==> src/rtl/pulse_transmitter_pkg.sv <==
// Shared types and defaults for the pulse transmitter edge/event unit.
// Optional build macro: PULSE_TRANSMITTER_EDGE_SYNC_EN (see channel file).
package pulse_transmitter_pkg;

   typedef enum logic [1:0] {
      EDGE_OFF  = 2'b00,
      EDGE_RISE = 2'b01,
      EDGE_FALL = 2'b10,
      EDGE_BOTH = 2'b11
   } edge_mode_e;

   localparam int DEF_NUM_CH = 4;
   localparam int DEF_FILT_W = 4;

   function automatic logic rise_en(input logic [1:0] m);
      edge_mode_e em;
      em = edge_mode_e'(m);
      return (em == EDGE_RISE) || (em == EDGE_BOTH);
   endfunction

   function automatic logic fall_en(input logic [1:0] m);
      edge_mode_e em;
      em = edge_mode_e'(m);
      return (em == EDGE_FALL) || (em == EDGE_BOTH);
   endfunction

endpackage

==> src/rtl/pulse_transmitter_edge_event_unit_if.sv <==
// Signal bundle between the edge/event unit and its controller.
interface pulse_transmitter_edge_event_unit_if #(
   parameter int NUM_CH = 4,
   parameter int FILT_W = 4
);
   logic [NUM_CH-1:0]   sig_in;
   logic [2*NUM_CH-1:0] mode_i;
   logic [FILT_W-1:0]   filt_len_i;
   logic [NUM_CH-1:0]   clr_i;
   logic [NUM_CH-1:0]   pulse_out;
   logic [NUM_CH-1:0]   pending_o;
   logic                irq_o;

   modport master (
      output sig_in, mode_i, filt_len_i, clr_i,
      input  pulse_out, pending_o, irq_o
   );

   modport slave (
      input  sig_in, mode_i, filt_len_i, clr_i,
      output pulse_out, pending_o, irq_o
   );
endinterface

==> src/rtl/pulse_transmitter_edge_channel.sv <==
// One channel: optional two-flop synchroniser, glitch filter, edge event
// pulse and sticky pending flag.
// Macro PULSE_TRANSMITTER_EDGE_SYNC_EN inserts the synchroniser (+2 cycles).
module pulse_transmitter_edge_channel
   import pulse_transmitter_pkg::*;
#(
   parameter int FILT_W = DEF_FILT_W
) (
   input  logic              clk,
   input  logic              rst_n,
   input  logic              sig_raw,
   input  logic [1:0]        mode,
   input  logic [FILT_W-1:0] filt_len,
   input  logic              clr,
   output logic              pulse,
   output logic              pending
);

   logic              s;
   logic              filt_q, filt_d;
   logic [FILT_W-1:0] cnt_q, cnt_d;
   logic              evt;

`ifdef PULSE_TRANSMITTER_EDGE_SYNC_EN
   logic [1:0] sync_q;

   // two-flop synchroniser for the asynchronous input level
   always_ff @(posedge clk) begin
      if (!rst_n) sync_q <= '0;
      else        sync_q <= {sync_q[0], sig_raw};
   end

   assign s = sync_q[1];
`else
   assign s = sig_raw;
`endif

   // filter: accept a new level after it has differed for filt_len+1 samples;
   // a counter left above a lowered filt_len simply wraps and catches up
   always_comb begin
      filt_d = filt_q;
      cnt_d  = cnt_q;
      evt    = 1'b0;
      if (s == filt_q) begin
         cnt_d = '0;
      end else if (cnt_q != filt_len) begin
         cnt_d = cnt_q + FILT_W'(1);
      end else begin
         filt_d = s;
         cnt_d  = '0;
         evt    = s ? rise_en(mode) : fall_en(mode);
      end
   end

   // state, event pulse and sticky flag (a set wins over a same-cycle clear)
   always_ff @(posedge clk) begin
      if (!rst_n) begin
         filt_q  <= 1'b0;
         cnt_q   <= '0;
         pulse   <= 1'b0;
         pending <= 1'b0;
      end else begin
         filt_q  <= filt_d;
         cnt_q   <= cnt_d;
         pulse   <= evt;
         pending <= evt | (pending & ~clr);
      end
   end

endmodule

==> src/rtl/pulse_transmitter_edge_event_unit.sv <==
// Multi-channel filtered edge detector with per-channel event pulses,
// sticky pending flags and a combined interrupt.
// Macro PULSE_TRANSMITTER_EDGE_SYNC_EN adds input synchronisers.
module pulse_transmitter_edge_event_unit
   import pulse_transmitter_pkg::*;
#(
   parameter int NUM_CH = DEF_NUM_CH,
   parameter int FILT_W = DEF_FILT_W
) (
   input logic clk,
   input logic rst_n,
   pulse_transmitter_edge_event_unit_if.slave bus
);

   logic [NUM_CH-1:0] pulse_v;
   logic [NUM_CH-1:0] pending_v;

   for (genvar c = 0; c < NUM_CH; c++) begin : g_ch
      pulse_transmitter_edge_channel #(.FILT_W(FILT_W)) u_ch (
         .clk      (clk),
         .rst_n    (rst_n),
         .sig_raw  (bus.sig_in[c]),
         .mode     (bus.mode_i[2*c+1:2*c]),
         .filt_len (bus.filt_len_i),
         .clr      (bus.clr_i[c]),
         .pulse    (pulse_v[c]),
         .pending  (pending_v[c])
      );
   end

   assign bus.pulse_out = pulse_v;
   assign bus.pending_o = pending_v;
   // pending flags are flops, so the interrupt has no path from sig_in
   assign bus.irq_o     = |pending_v;

endmodule

==> src/flat_wrapper.sv <==
// flat-port wrapper written by rule: the top's interface ports become plain ports
module pulse_transmitter_edge_event_unit_flat import pulse_transmitter_pkg::*;
#(
   parameter int NUM_CH = DEF_NUM_CH,
   parameter int FILT_W = DEF_FILT_W
)
  (clk, rst_n, bus_sig_in, bus_mode_i, bus_filt_len_i, bus_clr_i, bus_pulse_out, bus_pending_o, bus_irq_o);
  pulse_transmitter_edge_event_unit_if #(.NUM_CH(NUM_CH), .FILT_W(FILT_W)) bus_i ();
  input logic clk;
  input logic rst_n;
  input wire logic [$bits(bus_i.sig_in)-1:0] bus_sig_in;
  input wire logic [$bits(bus_i.mode_i)-1:0] bus_mode_i;
  input wire logic [$bits(bus_i.filt_len_i)-1:0] bus_filt_len_i;
  input wire logic [$bits(bus_i.clr_i)-1:0] bus_clr_i;
  output wire logic [$bits(bus_i.pulse_out)-1:0] bus_pulse_out;
  output wire logic [$bits(bus_i.pending_o)-1:0] bus_pending_o;
  output wire logic [$bits(bus_i.irq_o)-1:0] bus_irq_o;
  assign bus_i.sig_in = bus_sig_in;
  assign bus_i.mode_i = bus_mode_i;
  assign bus_i.filt_len_i = bus_filt_len_i;
  assign bus_i.clr_i = bus_clr_i;
  assign bus_pulse_out = bus_i.pulse_out;
  assign bus_pending_o = bus_i.pending_o;
  assign bus_irq_o = bus_i.irq_o;
  pulse_transmitter_edge_event_unit #(.NUM_CH(NUM_CH), .FILT_W(FILT_W)) u_core (.clk(clk), .rst_n(rst_n), .bus(bus_i));
endmodule
==> config.mk <==
export PLATFORM = sky130hd
export DESIGN_NAME = pulse_transmitter_edge_event_unit_flat
export DESIGN_NICKNAME = d
export VERILOG_FILES = /design/src/rtl/pulse_transmitter_pkg.sv /design/src/rtl/pulse_transmitter_edge_event_unit_if.sv /design/src/rtl/pulse_transmitter_edge_channel.sv /design/src/rtl/pulse_transmitter_edge_event_unit.sv /design/src/flat_wrapper.sv
export SDC_FILE = /design/constraint.sdc
export NUM_CORES = 1
export LEC_CHECK = 0
export CAP_MARGIN = 10
export CORE_UTILIZATION = 44
export DETAILED_ROUTE_END_ITERATION = 6
export GPL_TIMING_DRIVEN = 0
export PLACE_DENSITY = 0.74
export SETUP_SLACK_MARGIN = 0.02
export SYNTH_ARGS = -nofsm -noshare
export SYNTH_HDL_FRONTEND = slang
export SYNTH_SLANG_ARGS = --single-unit
==> constraint.sdc <==
create_clock -name clk -period 1.1 [get_ports clk]
set_clock_uncertainty 0.05 [all_clocks]
set_input_delay 0.11 -clock clk [delete_from_list [all_inputs] [get_ports clk]]
set_output_delay 0.11 -clock clk [all_outputs]
set_load 0.005 [all_outputs]
After elaboration in Yosys (flattened, before gate mapping)
Index checks and enable logic that the tools add are counted.

storage, ports and cells
  word-level logic and storage cells = 90
  flip-flop bits (word level) = 28
  input port bits = 22

operators by class
  reductions and logical operators = 17
  add/subtract/negate cells = 4
  equality and inequality tests = 20
  bitwise operators = 21
  muxes and demuxes = 12

operator list
  kind                   number
  $add A4 B1 Y4 const B  4
  $eq A2 B2 Y1 const B   8
  $ne A4 B4 Y1           4
  $not A1 Y1             13
  $mux W1                12
  $reduce_or A3 Y1       4
  $eq A2 B1 Y1 const B   4
  $logic_or A1 B1 Y1     8
  $reduce_and A2 Y1      4
  $and A1 B1 Y1          4
  $eq A1 B1 Y1           4
  $or A1 B1 Y1           4
  $reduce_or A4 Y1       1

Depth between registers and ports, before layout
Gate-level depths: netlist of run 1.

  depth in word-level cells = 6
  mapped depth = 4

Cells and area by module
A second synthesis of run 1 with hierarchy kept.

unflattened totals
  cell total of the unflattened synthesis = 121
  area, all modules = 1288.7 µm²

modules (own cells, without submodules)
  module                             area an instance (µm²)  instances  cells an instance
  pulse_transmitter_edge_channel     320.3                   4          30
  pulse_transmitter_edge_event_unit  7.5                     1          1

Least setup slack after synthesis of run 1
OpenSTA, ideal clock, no wires.

  path type = reg-to-reg
  start point = register u_core.g_ch[0].u_ch.cnt_q[1]
  end point = register u_core.g_ch[0].u_ch.filt_q
  buffers on the path = 0
  arrival = 1.095 ns
  stages on the path, launching flop included = 4
  library setup time = 0.072 ns
  period minus slack after synthesis = 1.217 ns
  setup slack = -0.117 ns
  cells stage by stage = dfxtp_1 -> xor2_1 -> nor4_4 -> mux2i_1

between the ends
  word-level cells in the longest chain between the ends = 3

ends and longest elaborated chain
  item                                RTL line                              RTL
  start: declaration                  pulse_transmitter_edge_channel.sv:21  logic [FILT_W-1:0] cnt_q, cnt_d;
  start signal: assignment            pulse_transmitter_edge_channel.sv:64  cnt_q <= cnt_d;
  $ne A4 B4 Y1                        pulse_transmitter_edge_channel.sv:46  end else if (cnt_q != filt_len) begin
  $not A1 Y1 (no source line)         -
  $reduce_and A2 Y1 (no source line)  -
  end signal: assignment              pulse_transmitter_edge_channel.sv:63  filt_q <= filt_d;
  end: declaration                    pulse_transmitter_edge_channel.sv:20  logic filt_q, filt_d;

Every way passes these cells.
A chain may end at the register's enable or synchronous reset.

Worst setup path in the final report of run 1
  start point = register u_core.g_ch[3].u_ch.pending
  end point = output port bus_irq_o

between the ends
  word-level cells in the longest chain between the ends = 1

ends and longest elaborated chain
  item                      RTL line                                 RTL
  start: declaration        pulse_transmitter_edge_channel.sv:16     output logic pending
  start signal: assignment  pulse_transmitter_edge_channel.sv:66     pending <= evt | (pending & ~clr);
  $reduce_or A4 Y1          pulse_transmitter_edge_event_unit.sv:34  assign bus.irq_o = |pending_v;
  end: declaration          flat_wrapper.sv:17                       output wire logic [$bits(bus_i.irq_o)-1:0] bus_irq_o;

Every way passes these cells.

==> results.sh, run 1 <==
export IMPL_nNetsFinal=209
export IMPL_startpoint_type="flip-flop"
export IMPL_clkPwrFrac=0.264
export IMPL_maxCapViolCount=0
export IMPL_first_iter_violations=15
export IMPL_p_int_mw=1.43
export IMPL_vias=1122
export IMPL_synthMostInstantiatedCell="dfxtp_1"
export IMPL_p_leak_nw=0.863
export IMPL_synth_area_sq_um=1360
export IMPL_clkLatencyLatePin_ns=0.34
export IMPL_drt_total_wl_mm=3.32
export IMPL_die_y_um=57.5
export IMPL_ys_seq_area_frac=0.413
export IMPL_status="finished with violations"
export IMPL_ant_nets=0
export IMPL_place_gp_congestion=0.687
export IMPL_worstPathMaxFanout=3
export IMPL_synthDistinctLibCells=19
export IMPL_clockBufferDepth=2
export IMPL_syn_num_nets=161
export IMPL_antenna_found_initial=0
export IMPL_ff2ff_setup_slack_ns=-0.25
export IMPL_fin_crit_sh=1.34
export IMPL_fin_crit_ns=1.48
export IMPL_synth_common_cells="dfxtp_1 (28), xor2_1 (20), nand2_1 (12), nor3_1 (12)"
export IMPL_clock_sinks=28
export IMPL_numPortBuffers=30
export IMPL_p_seq_frac=0.543
export IMPL_whs_path_depth=3
export IMPL_antenna_cells=0
export IMPL_hold_path_endpoint="u_core.g_ch[3].u_ch.filt_q"
export IMPL_drt_wirelength_per_cell_um=15.6
export IMPL_die_x_um=57.5
export IMPL_die_area_sq_um=3310
export IMPL_dpl_hpwl_mm=2.14
export IMPL_p_sw_uw=524
export IMPL_r2r_start="u_core.g_ch[0].u_ch.cnt_q[2]"
export IMPL_avgViaCountPerCell=5.27
export IMPL_yosysTopAreaCell="dfxtp_1"
export IMPL_drive_gt1_frac=0.495
export IMPL_max_slew_margin=0.652
export IMPL_synth_area_top_cells="dfxtp_1 (41%), xor2_1 (13%), nor4_4 (6.3%)"
export IMPL_cts_hold_buf=0
export IMPL_power_density_nw_per_um2=907
export IMPL_critPathKind="reg -> out"
export IMPL_layout_setup_ws_ns=-0.379
export IMPL_grt_max_degree=16
export IMPL_reg2reg_depth=4
export IMPL_grt_usage=0.219
export IMPL_ys_ff_latch=28
export IMPL_reg2reg_to="u_core.g_ch[0].u_ch.filt_q"
export IMPL_peakVddDrop_mv=0.613
export IMPL_rsz0062_at_grt="yes"
export IMPL_min_path_type="in -> reg"
export IMPL_ys_warn_count=0
export IMPL_hold_start="bus_sig_in[3]"
export IMPL_core_area_sq_um=2830
export IMPL_start_util=0.479
export IMPL_path_clk_slew_ns=0.16
export IMPL_violations="DRC, setup timing"
export IMPL_area_delta_synth_final_pct=59.1
export IMPL_fp_row_count=19
export IMPL_instances_no_fill=213
export IMPL_arrival_ns=1.32
export IMPL_swShare=0.268
export IMPL_end_kind="output pin"
export IMPL_overflow=0
export IMPL_synth_top_area_frac=0.413
export IMPL_grt_pass1_vias=1198
export IMPL_avgSynthCellArea_sq_um=10.0
export IMPL_drc=1
export IMPL_maxSlewViolCount=0
export IMPL_combPwrFrac=0.193
export IMPL_synthArstFlopShare=0
export IMPL_worstMarginPinSlew_ns=0.521
export IMPL_cts_htree_levels=1
export IMPL_crit_required_ns=0.94
export IMPL_max_freq_mhz=676
export IMPL_num_io_pins=31
export IMPL_cts_root_buffer="clkbuf_4"
export IMPL_p_total_mw=1.96
export IMPL_cts_buffers=3
export IMPL_hold_violations=0
export IMPL_synth_edf_count=0
export IMPL_setup_viol=33
export IMPL_dp_cells=196
export IMPL_drt_pass1_iterations=6
export IMPL_tritoncts="done"
export IMPL_ys_flop_type="dfxtp_1"
export IMPL_synthesis_instances=135
export IMPL_grt_pass1_wl_mm=5.49
==> layout by cell type, fill, tap and decap left out, drive strengths merged, types with 6 or more instances in the layout <==
cell and instances:
buf 29, clkbuf 6, clkdlybuf4s50 18, dfxtp 28
nand2 12, nor2b 8, nor3 12, xor2 20
==> layout make-up <==
class,count,area (sq um)
Timing Repair Buffer,47,464
Tap cell,31,38.8
Fill cell,203,671
Clock buffer,4,36.3
Buffer,6,46.3
Sequential cell,28,593
Multi-Input combinational cell,97,980
==> logic make-up after synthesis <==
family / Yosys count / synth area share
simple gates: 53 / 0.249
flops: 28 / 0.413
xor+xnor: 24 / 0.155
compound gates: 12 / 0.0664
buf+inv: 10 / 0.0498
mux: 4 / 0.0295
fa+ha+maj: 4 / 0.0369
==> metal layers <==
layer  vias up  GRT usage  part of all wire
met3         4     0.0317             0.038
met2        32      0.392              0.52
met1       541      0.270              0.43
li1        545          -                 -
met4         0     0.0697             0.013
met5         -          0                 0
==> critical path, stage by stage (launching register included) <==
cell,delay [ns]
dfxtp_1,0.35
or4_1,0.49
buf_2,0.14
==> flip-flops by register name, summed over array words and instances, names as in the netlist <==
name,cells
u_core.g_ch.u_ch.cnt_q,16
u_core.g_ch.u_ch.pending,4
u_core.g_ch.u_ch.pulse,4
u_core.g_ch.u_ch.filt_q,4
==> stage by stage <==
step / TNS (ns) / util / instance area [sq um] / setup slack [ns] / hold WS [ns]
global placement: -19.83 / 0.612 / 1730 / -0.753 / 0.402
global route: -7.32 / 0.763 / 2160 / -0.423 / 0.333
floorplan: -1.39 / - / 1390 / -0.0943 / 0.202
detailed placement: -20.54 / 0.612 / 1730 / -0.796 / 0.418
CTS: -4.71 / 0.714 / 2020 / -0.390 / 0.313
finish: -5.40 / 0.763 / 2160 / -0.379 / 0.315
==> worst max-delay path by stage <==
stage	start	to	slack, ns	cells after the start
after floorplan	u_core.g_ch[0].u_ch.cnt_q[2]	u_core.g_ch[0].u_ch.filt_q	-0.09	3
after global placement	bus_filt_len_i[2]	u_core.g_ch[1].u_ch.filt_q	-0.75	4
after detailed placement	bus_filt_len_i[2]	u_core.g_ch[1].u_ch.filt_q	-0.80	4
after CTS	u_core.g_ch[1].u_ch.pending	bus_irq_o	-0.39	2
after global routing	u_core.g_ch[3].u_ch.pending	bus_pending_o[3]	-0.42	2
final	u_core.g_ch[3].u_ch.pending	bus_irq_o	-0.38	2
==> timing repair <==
item | CTS | global route
cloned | 0 | 0
gates resized for setup | 83 | 29
buffers inserted | 13 | 4
setup endpoints to repair | 37 | 37
pin swaps | 8 | 4
==> power by group through the flow <==
stage          clock network, mW  registers, mW  logic, mW
2_1_floorplan                  0           1.08      0.148
3_3_place_gp                   0           1.08      0.266
3_5_place_dp                   0           1.09      0.279
4_1_cts                    0.526           1.07      0.341
5_1_grt                    0.561           1.07      0.407
6_report                   0.517           1.06      0.377
Power figures use the tool's default switching activity.
==> run 2: changes to the inputs <==
--- a/config.mk
+++ b/config.mk
@@ -5,7 +5,6 @@
 export SDC_FILE = /design/constraint.sdc
 export NUM_CORES = 1
 export LEC_CHECK = 0
-export CAP_MARGIN = 10
 export CORE_UTILIZATION = 44
 export DETAILED_ROUTE_END_ITERATION = 6
 export GPL_TIMING_DRIVEN = 0
==> results of run 2 <==
The final DEF is identical to that of run 1; final timing and power are the same.
==> RTL change 1: new RTL, settings of run 1 <==
Add a define of `PULSE_TRANSMITTER_EDGE_SYNC_EN`.
--- a/src/rtl/pulse_transmitter_edge_channel.sv
+++ b/src/rtl/pulse_transmitter_edge_channel.sv
@@ -3,2 +3,4 @@
 // Macro PULSE_TRANSMITTER_EDGE_SYNC_EN inserts the synchroniser (+2 cycles).
+`define PULSE_TRANSMITTER_EDGE_SYNC_EN
+
 module pulse_transmitter_edge_channel
Behaviour: not the same (a bounded check fails within 4 cycles, from zero or initial values and one cycle with rst_n low).
==> RTL change 1 against run 1 <==
The run ends with setup timing left. Global-route usage fell by 4.2 points. Design area rose by 9.7%. Sequential cell count rose by 8. Sequential power rose by 25%. Setup slack got worse by 0.013 ns. Count of clock-buffer cells in the layout rose by 4. Critical path depth did not move. Worst hold slack got worse by 0.031 ns. Total power rose by 19%. Area after synthesis rose by 16%. Non-clock buffer count fell by 1. Wire length barely moved.
==> RTL change 1: results (changes against run 1) <==
** Outcome
- Run status :: finished, violations left
- Violations in the final reports :: setup timing

** Clocking
- Number of buffers created by CTS :: 5 (+2)
- The number of H-tree levels is 2 (+1).
- Maximum clock insertion buffer count :: 2 (unchanged)
- Root Buffer :: clkbuf_4
- The clock input transition at the sequential cells of the worst setup and hold paths is 0.10 ns (-0.06 ns).

** Place
- The pre-CTS worst setup slack was -0.731 ns (+0.0651 ns).
- Placed Area :: 1960 um^2 (+13%)
- Final weighted congestion in routability-driven placement :: 0.749 (+9.0%)
- Port Buffers :: 30 (unchanged)
- The detailed placer's ending HPWL came to 2130 um (-0.61%).

** Yosys
- Share of flip-flops with an asynchronous set or reset after synthesis :: 0% (unchanged)
- Commonest cells post-synth :: 36 x dfxtp_1, 20 x xor2_1, 12 x nand2_1, 12 x nor3_1
- The sequential area share after synthesis came to 45.9% (+4.6 points).
- Number of different library cells in the post-synthesis netlist :: 20 (+1)
- Net count after synthesis :: 178 (+11%)
- Most area-consuming cells after synthesis :: dfxtp_1 46%, xor2_1 11%, nor4_4 5.4%, nor3_1 3.8%, buf_4 3.8%
- The yosys synthesis warning count was 0 (unchanged).
- In the synthesized netlist the dominant register cell turns out to be dfxtp_1.

** Setup path
- The peak fanout along the critical path is 3 (unchanged).
- Reg2reg path depth :: 5 (+1)
- Startpoint of the lowest-slack register-to-register path :: u_core.g_ch[1].u_ch.cnt_q[1]
- Worst endpoint data arrival time :: 1.33 ns
- End of the worst register-to-register path :: u_core.g_ch[1].u_ch.cnt_q[0]
- For flop-to-flop paths, the worst setup slack is -0.24 ns.

** STA
- Count of endpoints failing setup in the final report :: 31 (-6.1%)
- The worst hold slack came to 0.284 ns (-0.0307 ns).
- The slew at the pin closest to its max-slew limit is 0.556 ns (+0.0349 ns).
- Final setup margin :: -0.391 ns (-0.0127 ns)

** Power
- The maximum VDD drop came to 0.785 mV (+28%).
- Cell-internal power :: 0.00176 W (+23%)
- The total leakage power was 0.946 nW (+9.7%).

** Global routing
- Aggregate global-route resource usage :: 17.8% (-4.2 points)
- The global-route wire length before repair came to 4660 um (-15%).
- The via count of the first global-routing pass is 1,161 (-3.1%).
- The largest net degree at the start of global routing came to 11 (-5).
- The number of antenna violations at the first check in global routing was 0 (unchanged).

** Drt
- The via density per instance came to 4.92 (-6.6%).
- The detailed router's first-iteration violation count is 12 (-3).
- The first-pass iteration count of the detailed router came to 4 (-2).
- Final wirelength :: 3320 um (about the same)

** Layout
- Largest registers :: u_core.g_ch.u_ch.cnt_q x16, u_core.g_ch.u_ch.sync_q x8
- The ratio of cells with drive above 1 in the final layout is 44.8% (-4.7 points).
- Layout Nets :: 226 (+8.1%)
- Filler instances :: 234 (+15%)
- The footprint of the multi-input gates came to 1020 um^2 (+4.3%).
- The number of inserted diodes came to 0 (unchanged).

** Min path
- The min-delay analysis places its worst path in the category primary input to flip-flop.
- Sink of the worst hold path :: u_core.g_ch[3].u_ch.sync_q[0]
- Hold path start :: bus_sig_in[3]
- Worst hold path cell count :: 2 (-1)
## RTL change 1: changes by cell type in the layout (fill, tap and decap cells not counted), moves of 2 or more
cell,change
dfxtp_1,+9
and2_1,+8
buf_6,-4
clkbuf_1,+3
buf_2,+2
buf_4,+2
clkbuf_4,+2
xor2_2,+2
## RTL change 1: timing repair
item                                    4_1_cts  5_1_grt
setup buffers                                11        3
pin swaps                                     8        6
endpoints found under the setup margin       37       36
resized for setup                            81       30
## RTL change 1: layout make-up
type | instances | area share, %
plain buffers | 8 | 2.43
repair buffers | 44 | 17.8
well taps | 46 | 2.43
multi-input cells | 105 | 43.2
clock buffers | 8 | 2.48
flip-flops and latches | 36 | 31.7
## RTL change 1: power by group through the flow
stage | clock network [W] | logic, W | registers [W]
2_1_floorplan | 0 | 0.000101 | 0.00136
3_3_place_gp | 0 | 0.000206 | 0.00136
3_5_place_dp | 0 | 0.000213 | 0.00137
4_1_cts | 0.000759 | 0.000237 | 0.00134
5_1_grt | 0.000820 | 0.000271 | 0.00133
6_report | 0.000747 | 0.000253 | 0.00133
## RTL change 1: cell families after synthesis
logic type | after synthesis | synth area share, %
xor gates and xnor gates | 24 | 13.4
and+or+nand+nor | 61 | 24.7
AOI/OAI and AO/OA | 12 | 5.74
buffers and inverters | 11 | 4.54
adders and majority gates | 4 | 3.19
DFF | 36 | 45.9
muxes | 4 | 2.55
## RTL change 1: per-layer routing
| layer | GRT usage [%] | part of all wire, % | vias to the layer above |
|---|---|---|---|
| li1 | - | - | 595 |
| met1 | 17.7 | 40 | 592 |
| met2 | 32.1 | 54 | 22 |
| met3 | 7.25 | 4.0 | 6 |
| met4 | 8.57 | 1.7 | 0 |
| met5 | 0 | 0 | - |
## RTL change 1: how the worst max path moves through the flow
stage                                 startpoint                    endpoint  slack, ns  cells past startpoint
floorplan           u_core.g_ch[1].u_ch.cnt_q[2]  u_core.g_ch[1].u_ch.filt_q      -0.09                      3
global placement               bus_filt_len_i[2]  u_core.g_ch[3].u_ch.filt_q      -0.72                      4
detailed placement             bus_filt_len_i[2]  u_core.g_ch[3].u_ch.filt_q      -0.73                      4
CTS                  u_core.g_ch[3].u_ch.pending                   bus_irq_o      -0.38                      2
global route         u_core.g_ch[3].u_ch.pending                   bus_irq_o      -0.43                      2
finish               u_core.g_ch[3].u_ch.pending                   bus_irq_o      -0.39                      2
## RTL change 1: metrics by stage
stage,cells,setup TNS [ns]
6_report,247,-4.44
5_1_grt,247,-5.89
4_1_cts,247,-3.99
3_5_place_dp,228,-20.06
3_3_place_gp,228,-19.56
2_1_floorplan,152,-1.36
## RTL change 1: worst max-delay path: stages, from the launching register on
cell and delay [ns]:
dfxtp_2 0.35, or4_1 0.49, buf_2 0.14
==> RTL change 2: new RTL, config.mk and constraints of run 1 <==
Made on the original files. Register the output `bus.irq_o`; this adds one clock of latency there.
--- a/src/rtl/pulse_transmitter_edge_event_unit.sv
+++ b/src/rtl/pulse_transmitter_edge_event_unit.sv
@@ -33,3 +33,5 @@
    // pending flags are flops, so the interrupt has no path from sig_in
-   assign bus.irq_o     = |pending_v;
+   always_ff @(posedge clk) begin
+       bus.irq_o <= |pending_v;
+   end
 
Formal check against the unedited RTL: not equivalent (Yosys sat finds a counterexample within 4 cycles, from zero or initial values and one cycle with rst_n low).
==> RTL change 2 against run 1 <==
The flow still finishes with violations (DRC, setup timing). Wire length shrank 10%. Design area shrank 4.5%. Sequential cell count grew 1. Die area grew 1.4%. Area after synthesis grew 1.5%. Setup slack gained 0.18 ns. Total power grew 4.0%. Clock power grew 16%. Worst hold slack gained 0.017 ns. Synthesized cell count grew 0.74%. Combinational power shrank 10%. Critical endpoint is now u_core.g_ch[3].u_ch.filt_q. Largest power group unchanged.
==> RTL change 2: results (changes against run 1) <==
** Clocking
- At the later pin of the worst-skew pair, clock insertion delay measures ~0.33 ns.
- Clock-pin slew on the worst setup and hold paths :: 0.09 ns (-0.07 ns)
- The number of buffers added by the clock tree synthesis step came to 5 (+2).
- Maximum clock insertion buffer count :: 2 (unchanged)
- The number of H-tree levels came to 2 (+1).

** Layout
- Register name with the most flops :: u_core.g_ch.u_ch.cnt_q
- The fill cell instance count of the final layout came to 227 (+12%).
- Antenna Cells :: 0 (unchanged)
- The ratio of cells with drive above 1 in the final layout came to 45.2% (-4.3 points).
- Largest register FFs :: 16 (unchanged)
- Final non-filler cell total :: 217 (+1.9%)
- The final net count is 211 (+0.96%).

** Yosys
- Number of synthesized flops with an enable pin :: 0 (unchanged)
- The number of standard cells after synthesis came to 136 (+0.74%).
- By area the synthesized netlist is led by dfxtp_1 42%, xor2_1 13%, nor4_4 6.2%, nor3_1 4.4%, buf_4 4.4%.
- Sequential element share of the synthesized area :: 42.2% (+0.85 points)
- Ranked by instance count, the synthesized netlist is headed by 29 x dfxtp_1, 20 x xor2_1, 12 x nand2_1, 12 x nor3_1.
- The net count after synthesis came to 162 (+0.62%).
- Share of flip-flops with an asynchronous set or reset after synthesis :: 0% (unchanged)

** Outcome
- The final reports fail on DRC, setup timing.
- Run status :: finished, violations left

** Power
- Leakage power total :: 0.850 nW (-1.5%)
- The net load switching power is 0.000542 W (+3.4%).
- The maximum VDD drop was 0.763 mV (+25%).

** Drt
- The detailed router's first-iteration violation count was 14 (-1).
- TritonRoute pass-1 iters :: 6 (unchanged)
- Average vias per placed instance :: 5.10 (-3.2%)
- DRC Markers :: 1 (unchanged)
- The detailed-route wire length per cell was 13.7 um (-12%).

** STA
- Total Neg Setup Slack :: -3.24 ns (+2.17 ns)
- Count of endpoints failing setup in the final report :: 29 (-12%)
- The relative max-transition margin is 69.9% (+4.7 points).
- The post-layout worst setup margin was -0.203 ns (+0.176 ns).
- Number of endpoints with negative hold slack in the final report :: 0 (unchanged)

** Setup path
- Maximum fanout count along the critical path :: 7 (+4)
- Worst endpoint data arrival time :: 1.51 ns (+0.19 ns)

** Place
- HPWL reported at the end of detailed placement :: 2060 um (-4.2%)
- Cell count after placement :: 197 (+0.51%)
- Final weighted congestion in routability-driven placement :: 0.672 (-2.2%)

** Global routing
- Global-route track usage on met1 :: 21.6% (-5.5 points)
- Number of antenna violations at the first check in global routing :: 0 (unchanged)
- The fraction of met2 tracks used by global routing is 33.3% (-5.9 points).
- The largest net degree at the start of global routing came to 11 (-5).
- The total routing usage reported by global routing is 19.3% (-2.7 points).
- Via count of the first global-routing pass :: 1,102 (-8.0%)
- Wire length of the first global-routing pass :: 4730 um (-14%)
- The global-route met3 utilization came to 6.47% (+3.3 points).
==> RTL change 2: path summary, 6_finish.rpt <==
kind                                 from                           end  slack, ns  depth (start not counted)
max reg2reg  u_core.g_ch[3].u_ch.cnt_q[2]    u_core.g_ch[3].u_ch.filt_q      -0.20                          4
max          u_core.g_ch[3].u_ch.cnt_q[2]    u_core.g_ch[3].u_ch.filt_q      -0.20                          4
min reg2reg  u_core.g_ch[0].u_ch.cnt_q[0]  u_core.g_ch[0].u_ch.cnt_q[0]       0.42                          1
min                         bus_sig_in[2]    u_core.g_ch[2].u_ch.filt_q       0.33                          3
==> RTL change 2: per-stage QoR <==
| step | instance area (um^2) | setup slack (ns) |
|---|---|---|
| 3_5_place_dp | 1750 | -0.773 |
| 4_1_cts | 1930 | -0.215 |
| 6_report | 2060 | -0.203 |
| 5_1_grt | 2060 | -0.273 |
| 2_1_floorplan | 1410 | -0.0943 |
| 3_3_place_gp | 1750 | -0.756 |
==> RTL change 2: power by group through the flow <==
stage	Sequential [W]	Combinational [W]	Clock, W
2_1_floorplan	0.00112	0.000147	0
3_3_place_gp	0.00112	0.000267	0
3_5_place_dp	0.00113	0.000276	0
4_1_cts	0.00110	0.000316	0.000629
5_1_grt	0.00110	0.000364	0.000696
6_report	0.00110	0.000338	0.000601
==> RTL change 2: area by class of cell <==
type | instances | area, um^2 | area share [%]
well taps | 31 | 38.8 | 1.88
clock buffers | 6 | 41.3 | 2.00
flip-flops and latches | 29 | 613 | 29.8
plain buffers | 10 | 83.8 | 4.07
repair buffers | 42 | 397 | 19.2
multi-input cells | 97 | 877 | 42.6
clock inverters | 2 | 10.0 | 0.486
==> RTL change 2: what timing repair did <==
action	CTS	global route
endpoints found under the hold margin	0	0
gates resized for setup	65	30
pin swaps	6	8
setup buffers	10	2
endpoints found under the setup margin	37	34
==> RTL change 2: cells by family (layout without fill, tap and decap cells) <==
group / count (synthesis) / in the layout / synth area share [%]
AOI/OAI and AO/OA: 12 / 12 / 6.54
xor gates and xnor gates: 24 / 24 / 15.3
adders and majority gates: 4 / 4 / 3.64
buffers and inverters: 10 / 60 / 4.91
DFF: 29 / 29 / 42.2
muxes: 4 / 4 / 2.91
and+or+nand+nor: 53 / 53 / 24.5
==> RTL change 2: critical path, stage by stage, from the launching register on <==
cell	delay [ns]
dfxtp_4	0.36
xor2_2	0.15
nor4_4	0.29
buf_6	0.17
mux2i_1	0.21
==> RTL change 2: layer usage <==
layer / up-vias / part of all wire, %
li1: 555 / -
met1: 517 / 42
met2: 28 / 50
met3: 7 / 6.0
met4: 0 / 1.5
met5: - / 0
